$ cat src/rtl/uart_pkg.sv
// uart_pkg
//   Shared definitions for the UART transmit and receive blocks.
//   - uart_tx_state_t : transmitter frame state
//   - clks_per_bit()  : baud divider ratio, integer-truncated
//   - UART_DATA_BITS  : payload bits per frame
package uart_pkg;

  localparam int UART_DATA_BITS = 8;

  typedef enum logic [1:0] {
    IDLE  = 2'd0,
    START = 2'd1,
    DATA  = 2'd2,
    STOP  = 2'd3
  } uart_tx_state_t;

  // Truncating divide so TX and RX agree on the same bit period.
  function automatic int clks_per_bit(input int clockRate, input int baudRate);
    return clockRate / baudRate;
  endfunction

endpackage

$ cat src/rtl/byte_fifo.sv
// byte_fifo
//   Small synchronous byte FIFO with combinational read of the head entry.
//   Ports:
//     clk, reset      : clock, async active-high reset (empties the FIFO)
//     push, din       : write din when push && !full
//     pop, dout       : dout is the head entry; pop advances it when !empty
//     full, empty     : decoded from the registered occupancy count
module byte_fifo
  import uart_pkg::*;
#(
  parameter int DEPTH = 4
) (
  input  logic                      clk,
  input  logic                      reset,
  input  logic                      push,
  input  logic                      pop,
  input  logic [UART_DATA_BITS-1:0] din,
  output logic [UART_DATA_BITS-1:0] dout,
  output logic                      full,
  output logic                      empty
);

  localparam int AW = (DEPTH > 2) ? $clog2(DEPTH) : 1;

  logic [UART_DATA_BITS-1:0] r_mem [DEPTH];
  logic [AW-1:0]             r_wr_ptr;
  logic [AW-1:0]             r_rd_ptr;
  logic [AW:0]               r_count;
  logic                      w_push;
  logic                      w_pop;

  assign w_push = push && !full;
  assign w_pop  = pop && !empty;

  // Pointers are exactly log2(DEPTH) wide, so wrap is the natural overflow.
  always_ff @(posedge clk or posedge reset) begin
    if (reset) begin
      r_wr_ptr <= '0;
      r_rd_ptr <= '0;
      r_count  <= '0;
    end else begin
      if (w_push) r_wr_ptr <= r_wr_ptr + AW'(1);
      if (w_pop)  r_rd_ptr <= r_rd_ptr + AW'(1);
      case ({w_push, w_pop})
        2'b10:   r_count <= r_count + (AW+1)'(1);
        2'b01:   r_count <= r_count - (AW+1)'(1);
        default: r_count <= r_count;
      endcase
    end
  end

  // Storage needs no reset: occupancy is tracked by r_count alone.
  always_ff @(posedge clk) begin
    if (w_push) r_mem[r_wr_ptr] <= din;
  end

  assign dout  = r_mem[r_rd_ptr];
  assign full  = (r_count == (AW+1)'(DEPTH));
  assign empty = (r_count == '0);

endmodule

$ cat src/rtl/uart_byte_tx.sv
// uart_byte_tx
//   UART transmitter: byte FIFO in front of a start/8 data/stop serialiser,
//   LSB first, with configurable 1 or 2 stop bits and no gap between queued
//   frames.
//   Ports:
//     clk         : system clock
//     reset       : async active-high; line goes idle-high immediately
//     data        : byte to send, taken when dataIsValid && ready
//     dataIsValid : push strobe
//     ready       : FIFO has room
//     tx          : serial line (registered, idle high)
//     idle        : FIFO empty and no frame in flight (registered)
module uart_byte_tx
  import uart_pkg::*;
#(
  parameter int CLOCK_RATE = 100_000,
  parameter int BAUD_RATE  = 9600,
  parameter int STOP_BITS  = 1,
  parameter int FIFO_DEPTH = 4
) (
  input  logic                      clk,
  input  logic                      reset,
  input  logic [UART_DATA_BITS-1:0] data,
  input  logic                      dataIsValid,
  output logic                      ready,
  output logic                      tx,
  output logic                      idle
);

  localparam int CPB       = clks_per_bit(CLOCK_RATE, BAUD_RATE);
  localparam int STOP_CLKS = STOP_BITS * CPB;
  localparam int TW        = (STOP_CLKS > 2) ? $clog2(STOP_CLKS) : 1;

  localparam logic [TW-1:0] BIT_LAST  = TW'(CPB - 1);
  localparam logic [TW-1:0] STOP_LAST = TW'(STOP_CLKS - 1);
  localparam logic [2:0]    IDX_LAST  = 3'(UART_DATA_BITS - 1);

  generate
    if (CPB < 2) begin : g_bad_divider
      $error("uart_byte_tx: CLOCK_RATE/BAUD_RATE must be at least 2");
    end
    if (STOP_BITS != 1 && STOP_BITS != 2) begin : g_bad_stop
      $error("uart_byte_tx: STOP_BITS must be 1 or 2");
    end
    if (FIFO_DEPTH < 2 || (FIFO_DEPTH & (FIFO_DEPTH - 1)) != 0) begin : g_bad_depth
      $error("uart_byte_tx: FIFO_DEPTH must be a power of two >= 2");
    end
  endgenerate

  uart_tx_state_t            r_state;
  uart_tx_state_t            w_state_nxt;
  logic [TW-1:0]             r_timer;
  logic [TW-1:0]             w_timer_nxt;
  logic [2:0]                r_bit_idx;
  logic [2:0]                w_bit_idx_nxt;
  logic [UART_DATA_BITS-1:0] r_shift;
  logic [UART_DATA_BITS-1:0] w_shift_nxt;
  logic                      r_tx;
  logic                      w_tx_nxt;
  logic                      r_idle;

  logic                      w_push;
  logic                      w_pop;
  logic                      w_full;
  logic                      w_empty;
  logic [UART_DATA_BITS-1:0] w_head;

  assign w_push = dataIsValid && !w_full;

  byte_fifo #(
    .DEPTH (FIFO_DEPTH)
  ) u_fifo (
    .clk   (clk),
    .reset (reset),
    .push  (w_push),
    .pop   (w_pop),
    .din   (data),
    .dout  (w_head),
    .full  (w_full),
    .empty (w_empty)
  );

  // Next-state and line level. The line value is a function of the current
  // state and is registered, so tx trails the state by one cycle; every bit
  // still lasts exactly CPB cycles.
  always_comb begin
    w_state_nxt   = r_state;
    w_timer_nxt   = r_timer + TW'(1);
    w_bit_idx_nxt = r_bit_idx;
    w_shift_nxt   = r_shift;
    w_pop         = 1'b0;
    w_tx_nxt      = 1'b1;

    case (r_state)
      IDLE: begin
        w_timer_nxt = '0;
        if (!w_empty) begin
          w_pop       = 1'b1;
          w_shift_nxt = w_head;
          w_state_nxt = START;
        end
      end

      START: begin
        w_tx_nxt = 1'b0;
        if (r_timer == BIT_LAST) begin
          w_timer_nxt   = '0;
          w_bit_idx_nxt = '0;
          w_state_nxt   = DATA;
        end
      end

      DATA: begin
        w_tx_nxt = r_shift[0];
        if (r_timer == BIT_LAST) begin
          w_timer_nxt = '0;
          w_shift_nxt = r_shift >> 1;
          if (r_bit_idx == IDX_LAST) begin
            w_state_nxt = STOP;
          end else begin
            w_bit_idx_nxt = r_bit_idx + 3'd1;
          end
        end
      end

      STOP: begin
        w_tx_nxt = 1'b1;
        if (r_timer == STOP_LAST) begin
          w_timer_nxt = '0;
          // Chain straight into the next start bit when something is queued.
          if (!w_empty) begin
            w_pop       = 1'b1;
            w_shift_nxt = w_head;
            w_state_nxt = START;
          end else begin
            w_state_nxt = IDLE;
          end
        end
      end

      default: begin
        w_state_nxt = IDLE;
        w_timer_nxt = '0;
      end
    endcase
  end

  always_ff @(posedge clk or posedge reset) begin
    if (reset) begin
      r_state   <= IDLE;
      r_timer   <= '0;
      r_bit_idx <= '0;
      r_shift   <= '0;
      r_tx      <= 1'b1;
      r_idle    <= 1'b1;
    end else begin
      r_state   <= w_state_nxt;
      r_timer   <= w_timer_nxt;
      r_bit_idx <= w_bit_idx_nxt;
      r_shift   <= w_shift_nxt;
      r_tx      <= w_tx_nxt;
      r_idle    <= (r_state == IDLE) && w_empty;
    end
  end

  assign ready = !w_full;
  assign tx    = r_tx;
  assign idle  = r_idle;

endmodule

$ cat config.mk
export PLATFORM = sky130hd
export DESIGN_NAME = uart_byte_tx
export DESIGN_NICKNAME = d
export VERILOG_FILES = /design/src/rtl/uart_pkg.sv /design/src/rtl/byte_fifo.sv /design/src/rtl/uart_byte_tx.sv
export SDC_FILE = /design/constraint.sdc
export NUM_CORES = 1
export LEC_CHECK = 0
export CAP_MARGIN = 20
export CELL_PAD_IN_SITES_DETAIL_PLACEMENT = 0
export CELL_PAD_IN_SITES_GLOBAL_PLACEMENT = 1
export CORE_MARGIN = 4
export CORE_UTILIZATION = 35
export CTS_CLUSTER_SIZE = 8
export DETAILED_ROUTE_END_ITERATION = 8
export GPL_TIMING_DRIVEN = 0
export PLACE_DENSITY = 0.55
export SYNTH_ARGS = -nofsm -noshare
export SYNTH_HDL_FRONTEND = slang
export SYNTH_SLANG_ARGS = --single-unit
$ cat constraint.sdc
create_clock -name clk -period 4.1 [get_ports clk]
set_input_delay 0.82 -clock clk [delete_from_list [all_inputs] [get_ports clk]]
set_output_delay 0.82 -clock clk [all_outputs]
set_load 0.005 [all_outputs]
* Yosys cells after proc, flatten, opt, wreduce, memory -nomap -nowiden
Memory sizes are Yosys's and may differ from the RTL's.
Cells that the tools add are included.
** Operators by class
- Reduce and logical (&&, ||, !) cells :: 15
- Muxes and demuxes :: 24
- Add/subtract/negate cells :: 6
- Equality and inequality tests :: 14
** Operator list (number)
- $mux 8 :: 3
- $pmux 8 s3 :: 1
- $ne 2x2->1 const B :: 6
- $pmux 3 s2 :: 2
- $mux 2 :: 5
- $mux 3 :: 3
- $pmux 2 s4 :: 1
- $pmux 4 s2 :: 1
- $add 3x1->3 const B :: 2
- $eq 2x2->1 const B :: 3
- $eq 3x3->1 const B :: 2
- $mux 1 :: 5
- $reduce_and 5->1 :: 1
- $add 2x1->2 const B :: 2
- $add 4x1->4 const B :: 1
- $eq 2x1->1 const B :: 2
- $eq 4x4->1 const B :: 1
- $logic_and 1x1->1 :: 4
- $mux 4 :: 1
- $pmux 1 s2 :: 2
- $reduce_and 4->1 :: 1
- $reduce_bool 2->1 :: 2
- $logic_not 3->1 :: 1
- $reduce_and 3->1 :: 1
- other kinds (5) :: 6
** Storage, ports and cells
- Bits in registers :: 26
- Input bits :: 11
- Memory bits (writable) :: 32
- Memories :: 1
** Memories
- u_fifo.r_mem :: depth 4, width 8, read ports 1, clocked after memory_dff 0, wr ports 1, line byte_fifo.sv:25 : logic [UART_DATA_BITS-1:0] r_mem [DEPTH];

* Logic depth before layout (Yosys ltp)
Gate-level depths: netlist of the first run.
- Depth after elaboration :: 7
- Gate-level depth with buffers :: 10
- Depth with buffers taken out :: 10

* Cells and area by module
From an unflattened synthesis of the first run, not the netlist that was laid out.
** Second synthesis, totals
- Cell total of the unflattened synthesis :: 173
- Area total of the unflattened synthesis :: 2681.3 µm²
** Modules (own cells, without submodules)
- byte_fifo :: cells an instance 80, area each 1596.5 µm², instances 1, seq. area each 1136.1 µm²
- uart_byte_tx :: cells an instance 93, area each 1084.8 µm², instances 1, seq. area each 478.0 µm²

* Worst setup path after synthesis of the first run
No wires, ideal clock.
- Path kind :: reg-to-reg
- Start point :: register r_state[0]
- End point :: register u_fifo.r_count[2]
- Clock period less this slack :: 2.218 ns
- Cell stages (with the launch flop) :: 10
- Arrival time :: 2.139 ns
- Setup slack :: 1.882 ns
- Library setup time :: 0.079 ns
- Required time :: 4.021 ns
- Buffers on the path :: 0
- Cells stage by stage :: dfrtp_1 > inv_1 > ha_1 > a211oi_1 > ha_1 > inv_1 > fa_1 > xor2_1 > nor2_1 > xor2_1
** On the way
- Word-level cells in the longest chain between the ends :: 5
- Elaborated cells on any way between the ends :: 8
- Classes of those cells :: eq/ne: 3; mux: 2; reduce/logical: 3
** RTL lines
- start, declared :: line uart_byte_tx.sv:50 : uart_tx_state_t r_state;
- start signal, assigned :: line uart_byte_tx.sv:157 : r_state <= w_state_nxt;
- $eq 2x2->1 or $logic_not 2->1 (tied branches) :: line uart_byte_tx.sv:94 : case (r_state)
- $pmux 1 s2 * :: line uart_byte_tx.sv:94
- $logic_and 1x1->1 * :: line byte_fifo.sv:33 : assign w_pop = pop && !empty;
- net u_fifo.w_pop :: line byte_fifo.sv:30 : logic w_pop;
- $eq 2x1->1 or $eq 2x2->1 (tied branches) :: line byte_fifo.sv:44 : case ({w_push, w_pop})
- $pmux 3 s2 or $reduce_bool 2->1 (tied branches)
- end signal, assigned :: line byte_fifo.sv:45 : 2'b10: r_count <= r_count + (AW+1)'(1);
- end signal, assigned :: line byte_fifo.sv:46 : 2'b01: r_count <= r_count - (AW+1)'(1);
- end signal, assigned :: line byte_fifo.sv:47 : default: r_count <= r_count;
- end, declared :: line byte_fifo.sv:28 : logic [AW:0] r_count;
The timed path passes the listed nets; every way through them passes the cells marked *.
A chain may end at the register's enable or synchronous reset.

* Worst setup path in the final report of the first run
Ends and elaborated chain as after synthesis.

==> results of run 1 <==
## power groups by stage
| stage | sequential (mW) | clock (mW) | combinational [mW] |
|---|---|---|---|
| 2_1_floorplan | 0.901 | 0 | 0.654 |
| 3_3_place_gp | 0.917 | 0 | 0.847 |
| 6_report | 0.916 | 0.491 | 0.865 |
| 5_1_grt | 0.940 | 0.536 | 0.981 |
| 3_5_place_dp | 0.928 | 0 | 0.876 |
| 4_1_cts | 0.918 | 0.510 | 0.882 |
## sequential cells by signal (all words and copies together) (netlist names)
name             count
idle                 1
r_bit_idx            3
r_shift              8
r_state              2
r_timer              4
tx                   1
u_fifo.r_count       3
u_fifo.r_mem        32
u_fifo.r_rd_ptr      2
u_fifo.r_wr_ptr      2
## per-layer routing
metal / wire [µm] / GRT usage [%] / share of wire, %
met1: 2310 / 16.8 / 46
met2: 2440 / 19.3 / 49
met4: 95 / 5.77 / 1.9
met5: 0 / 0 / 0
met3: 127 / 2.87 / 2.6
## layout by cell type (no fill, tap or decap), drive strengths merged, types with 5 or more instances in the layout
| cell type | netlist | routed |
|---|---|---|
| a21oi | 12 | 12 |
| a221oi | 8 | 8 |
| clkbuf | 2 | 12 |
| clkdlybuf4s50 | 0 | 13 |
| dfrtp | 24 | 24 |
| edfxtp | 32 | 32 |
| ha | 15 | 15 |
| inv | 13 | 13 |
| mux2 | 9 | 9 |
| mux2i | 8 | 8 |
| nand2 | 7 | 7 |
| nor2 | 21 | 21 |
| nor3 | 5 | 5 |
| o21ai | 7 | 7 |
## kinds of logic after synthesis
group,synth area share (%)
AOI/OAI and AO/OA,8.56
xor gates and xnor gates,2.34
adders and majority gates,7.94
buffers and inverters,2.82
DFF,61.7
muxes,6.93
and+or+nand+nor,9.71
## worst min path at each step
stage / end / depth (start not counted)
after floorplan: r_timer[0] / 1
after global routing: u_fifo.r_rd_ptr[1] / 1
after global placement: r_timer[0] / 1
after CTS: u_fifo.r_rd_ptr[1] / 1
after detailed placement: u_fifo.r_rd_ptr[1] / 1
final: u_fifo.r_rd_ptr[1] / 1
## area by class of cell
type / count / share of cell area, %
plain buffers: 5 / 0.812
clock buffers: 10 / 4.14
clock inverters: 6 / 1.87
inverters: 13 / 1.58
multi-input cells: 123 / 30.1
flip-flops and latches: 58 / 52.4
well taps: 99 / 4.02
repair buffers: 14 / 5.11
==> qor.txt, run 1 <==
status = finished clean
Max Clock Freq = 384 MHz
GPL Wtd Cong = 0.768
Max stage delay on crit path = 0.49 ns
R2R Setup Slk = 1.50 ns
peak fanout along the critical path = 5
synth warn = 0
final setup vio count = 0
combinational power share = 38.1%
Total Neg Setup Slack = 0 ns
CTS Buf Count = 9
io pins = 14
drt total wl = 4970 µm
Crit path arrival time = 2.85 ns
number of antenna diodes = 0
Register Area = 1610 µm²
clock buffer depth = 2
drt pass-1 iters = 4
Non-Filler Instances = 328
dpl hpwl = 3460 µm
EDFF count, synth = 32
cells along the critical path = inv_1 -> ha_1 -> inv_1 -> a211oi_1 -> ha_1 -> inv_1 -> fa_1 -> xor2_1 -> nor2_1 -> xor2_1
layout cells sized above 1 = 13.1%
top_reg_cell synth = edfxtp_1
CP required = 4.35 ns
Resized Gates After CTS = 0
GRT Total Usage = 12.5%
critical path buffer and inverter count = 3
most frequent cells after synthesis = edfxtp_1 (32), dfrtp_1 (24), nor2_1 (21), ha_1 (15), inv_1 (13)
wire per inst = 15.1 µm
Skew-Pair Late Insertion Delay = 0.32 ns
worst hold slack = 0.497 ns
post-synth net total = 226
share of the synthesized area in the top cell type = 36.7%
Period minus WS final = 2.60 ns
row cnt = 31
reg2reg start = r_state[0]
critical path class = register to register
Hold Startpoint = u_fifo.r_rd_ptr[1]
Area growth syn-to-layout = 17.8%
min-delay worst type = register to register
Synth Instances = 199
DRC = 0
clk_skew = 0.00610 ns
number of global-route vias before repair = 1658
fill count = 712
# hold bufs at CTS = 0
end-of-flow core utilization = 42.5%
FFs w/ async S/R, synth = 44.8%
core area = 7250 µm²
GRT overflow = 0
Worst Max-Slew Pin Slew = 0.581 ns
leak pwr = 1.22 nW
Power Internal = 1.47 mW
setup ws final = 1.50 ns
Mapped Area = 2620 µm²
Worst path top cell family by delay = adder cells
clock sinks = 58
Crit path top cell by count = inv_1
chip width = 94.5 µm
Max Cap Violations = 0
RSZ-0062 raised after global routing = false
Placed Area = 2870 µm²
Synth Area per Inst = 13.1 µm²
IO buf count = 13
share of synthesized area occupied by flip-flops and latches = 61.7%
Worst setup EP type = register
antenna-violating nets left = 0
post-synth top area cell = edfxtp_1
die area = 8920 µm²
first-pass GRT wire length = 8310 µm
CTS Root Cell = clkbuf_8
switching power of the nets = 0.808 mW
Pwr Density = 737 nW/µm²
pin count of the biggest net entering global routing = 27
Final Instance Area = 3080 µm²
Synth Register Bits = 58
reg-to-reg critical path endpoint = u_fifo.r_count[2]
die height = 94.5 µm
Final period util = 63.5%
Tot Pwr = 2.27 mW
CP startpoint = r_state[0]
initial antenna violation count = 0
Sw Ratio = 35.5%
H-tree depth = 3
largest cells by area after synthesis = edfxtp_1 (37%), dfrtp_1 (23%), ha_1 (7.2%), mux2_2 (3.9%), mux2i_1 (3.1%)
Cell variety after synth = 37
Clk pwr share = 21.6%
Fin. Hold Viols = 0
footprint of the multi-input gates = 928 µm²
Worst path depth = 10
Worst Setup EP = u_fifo.r_count[2]
Initial Utilization = 36.1%
nets = 251
Rel. slew slack = 61.2%
setup slack at placement = 1.40 ns
maximum vdd drop = 0.000276 V
CP Launch Type = register
most frequent cell after synthesis = edfxtp_1
Setup Buffers After CTS = 0
slowest stage cell, crit path = a211oi_1
vias per cell = 4.84
cell count after placement = 311
1st-iter DRT viols = 81
r2r worst-path depth = 10
Max Transition Viols Final = 0
CTS tree = done
Reg power frac = 40.3%
Clk pin slew, worst setup/hold paths = 0.06 ns
total number of vias = 1587
No activity file was read; power rests on OpenSTA's default activity.
==> inputs of run 2 (changes only) <==
- clock period: 4.1 -> 2.6 ns (I/O delays scaled with it)
==> run 2 against run 1 <==
Compared with the run above:
- highest routed layer unchanged
- largest cell class unchanged
- non-clock buffer count unchanged
- sequential share of layout area decreased by 0.085 points
- die area unchanged
- cell area increased by 0.16%
- critical endpoint unchanged
- worst hold slack got worse by 0.039 ns
- sequential cell count unchanged
- utilization increased by 0.069 points
- wire length about the same
- critical path depth unchanged
- largest power group unchanged
==> qor.txt, run 2 (synthesis gave the netlist of run 1 again) <==
DRC = 0 (unchanged)
maximum vdd drop = 0.000435 V (+58%)
Initial Utilization = 36.1% (unchanged)
Clk pwr share = 21.6% (about the same)
Worst setup EP type = register
CP required = 2.85 ns (-1.50 ns)
CP startpoint = r_state[0]
leak pwr = 1.22 nW (about the same)
clock buffer depth = 2 (unchanged)
reg-to-reg critical path endpoint = u_fifo.r_count[2]
switching power of the nets = 1.28 mW (+58%)
Worst Setup EP = u_fifo.r_count[2]
worst hold slack = 0.458 ns (-0.0387 ns)
chip width = 94.5 µm (unchanged)
io pins = 14 (unchanged)
setup ws final = 0.181 ns (-1.32 ns)
status = finished clean
max FFs per register = 32 (unchanged)
Max Transition Viols Final = 0 (unchanged)
IO buf count = 13 (unchanged)
antenna-violating nets left = 0 (unchanged)
peak fanout along the critical path = 5 (unchanged)
Final period util = 93.0% (+30 points)
die height = 94.5 µm (unchanged)
nets = 251 (unchanged)
CTS Root Cell = clkbuf_8
Rel. slew slack = 61.2% (unchanged)
r2r worst-path depth = 10 (unchanged)
initial antenna violation count = 0 (unchanged)
Worst Max-Slew Pin Slew = 0.581 ns (+0.0000000596 ns)
number of global-route vias before repair = 1658 (unchanged)
Max Clock Freq = 413 MHz (+7.6%)
row cnt = 31 (unchanged)
Power Internal = 2.31 mW (+58%)
Clk pin slew, worst setup/hold paths = 0.07 ns (about the same)
clock sinks = 58 (unchanged)
H-tree depth = 3 (unchanged)
Area growth syn-to-layout = 18.0%
GRT Total Usage = 12.5% (unchanged)
layout cells sized above 1 = 13.5% (+0.44 points)
first-pass GRT wire length = 8310 µm (unchanged)
1st-iter DRT viols = 81 (unchanged)
drt pass-1 iters = 6 (+2)
end-of-flow core utilization = 42.6% (+0.069 points)
R2R Setup Slk = 0.18 ns (-1.32 ns)
Period minus WS final = 2.42 ns (-0.184 ns)
clk_skew = 0.00610 ns (unchanged)
most frequent cells in the layout = edfxtp_1 (32), dfrtp_1 (24), nor2_1 (21)
pin count of the biggest net entering global routing = 27 (unchanged)
Skew-Pair Late Insertion Delay = 0.32 ns (about the same)
critical path class = register to register
reg2reg start = r_state[0]
GRT overflow = 0 (unchanged)
GPL Wtd Cong = 0.768 (unchanged)
number of antenna diodes = 0 (unchanged)
CP Launch Type = register
die area = 8920 µm² (unchanged)
CTS Buf Count = 9 (unchanged)
fill count = 711 (-0.14%)
drt total wl = 4970 µm (about the same)
commonest non-fill, non-tap cell in the layout = edfxtp_1
min-delay worst type = input pin to asynchronous set/reset pin
setup slack at placement = 0.0227 ns (-1.38 ns)
RSZ-0062 raised after global routing = false
Biggest register = u_fifo.r_mem
Pwr Density = 1160 nW/µm² (+58%)
Crit path arrival time = 2.67 ns (-0.18 ns)
CTS tree = done
core area = 7250 µm² (unchanged)
combinational power share = 38.2% (about the same)
vias per cell = 4.85 (+0.32%)
total number of vias = 1592 (+0.32%)
Fin. Hold Viols = 0 (unchanged)
wire per inst = 15.2 µm (about the same)
Setup Buffers After CTS = 0 (unchanged)
dpl hpwl = 3460 µm (unchanged)
Sw Ratio = 35.6% (+0.057 points)
biggest regs = u_fifo.r_mem: 32 flops, r_shift: 8 flops, r_timer: 4 flops
final setup vio count = 0 (unchanged)
Total Neg Setup Slack = 0 ns (unchanged)
Max Cap Violations = 0 (unchanged)
Reg power frac = 40.2% (about the same)
==> run 2: cell types whose count changed in the layout (fill, tap and decap cells not counted) <==
| cell | change |
|---|---|
| a211oi_1 | -1 |
| a211oi_2 | +1 |
==> run 2: per-layer routing <==
metal  GRT usage (%)  up-vias  wire, µm  share of wire [%]
li1                -      765         -                  -
met1            16.8      800      2310                 46
met2            19.3       17      2440                 49
met3            2.87       10       127                2.6
met4            5.77        0        95                1.9
met5               0        -         0                  0
==> run 2: what timing repair did <==
| action | in CTS | in global routing |
|---|---|---|
| gates resized for setup | 0 | 1 |
| hold buffers | 0 | 0 |
| setup endpoints to repair | 0 | 1 |
==> run 2: metrics by stage <==
| step | total power [mW] | cells | area, µm² |
|---|---|---|---|
| floorplan | 2.45 | 199 | 2620 |
| global placement | 2.78 | 311 | 2870 |
| detailed placement | 2.85 | 311 | 2870 |
| CTS | 3.64 | 327 | 3060 |
| global route | 3.88 | 328 | 3090 |
| finish | 3.59 | 328 | 3090 |
==> run 2: worst max-delay path, stage by stage, from the launching register on <==
cell and delay, ns:
dfrtp_1 0.44, inv_1 0.15, ha_1 0.25, inv_1 0.07, a211oi_2 0.33, ha_1 0.25
inv_1 0.06, fa_1 0.38, xor2_1 0.15, nor2_1 0.11, xor2_1 0.16
==> run 2: area by class of cell <==
cell class | instances | area, µm² | area share, %
Timing Repair Buffer | 14 | 158 | 5.11
Buffer | 5 | 25.0 | 0.810
Clock inverter | 6 | 57.6 | 1.86
Tap cell | 99 | 124 | 4.01
Sequential cell | 58 | 1610 | 52.3
Inverter | 13 | 48.8 | 1.58
Multi-Input combinational cell | 123 | 933 | 30.2
Clock buffer | 10 | 128 | 4.13
==> run 2: how the worst min path moves through the flow <==
stage	from	end	slack, ns	cells past startpoint
after detailed placement	u_fifo.r_rd_ptr[1]	u_fifo.r_rd_ptr[1]	0.49	1
after global placement	r_timer[0]	r_timer[0]	0.48	1
final	reset	r_timer[1]	0.46	2
after global routing	reset	r_timer[1]	0.47	2
after floorplan	r_timer[0]	r_timer[0]	0.47	1
after CTS	u_fifo.r_rd_ptr[1]	u_fifo.r_rd_ptr[1]	0.50	1
==> run 2: power by group through the flow <==
| stage | Sequential (mW) | Combinational [mW] | Clock [mW] |
|---|---|---|---|
| after floorplan | 1.42 | 1.03 | 0 |
| after detailed placement | 1.46 | 1.38 | 0 |
| after global placement | 1.45 | 1.34 | 0 |
| after global routing | 1.48 | 1.56 | 0.845 |
| after CTS | 1.45 | 1.39 | 0.804 |
| final | 1.44 | 1.37 | 0.775 |
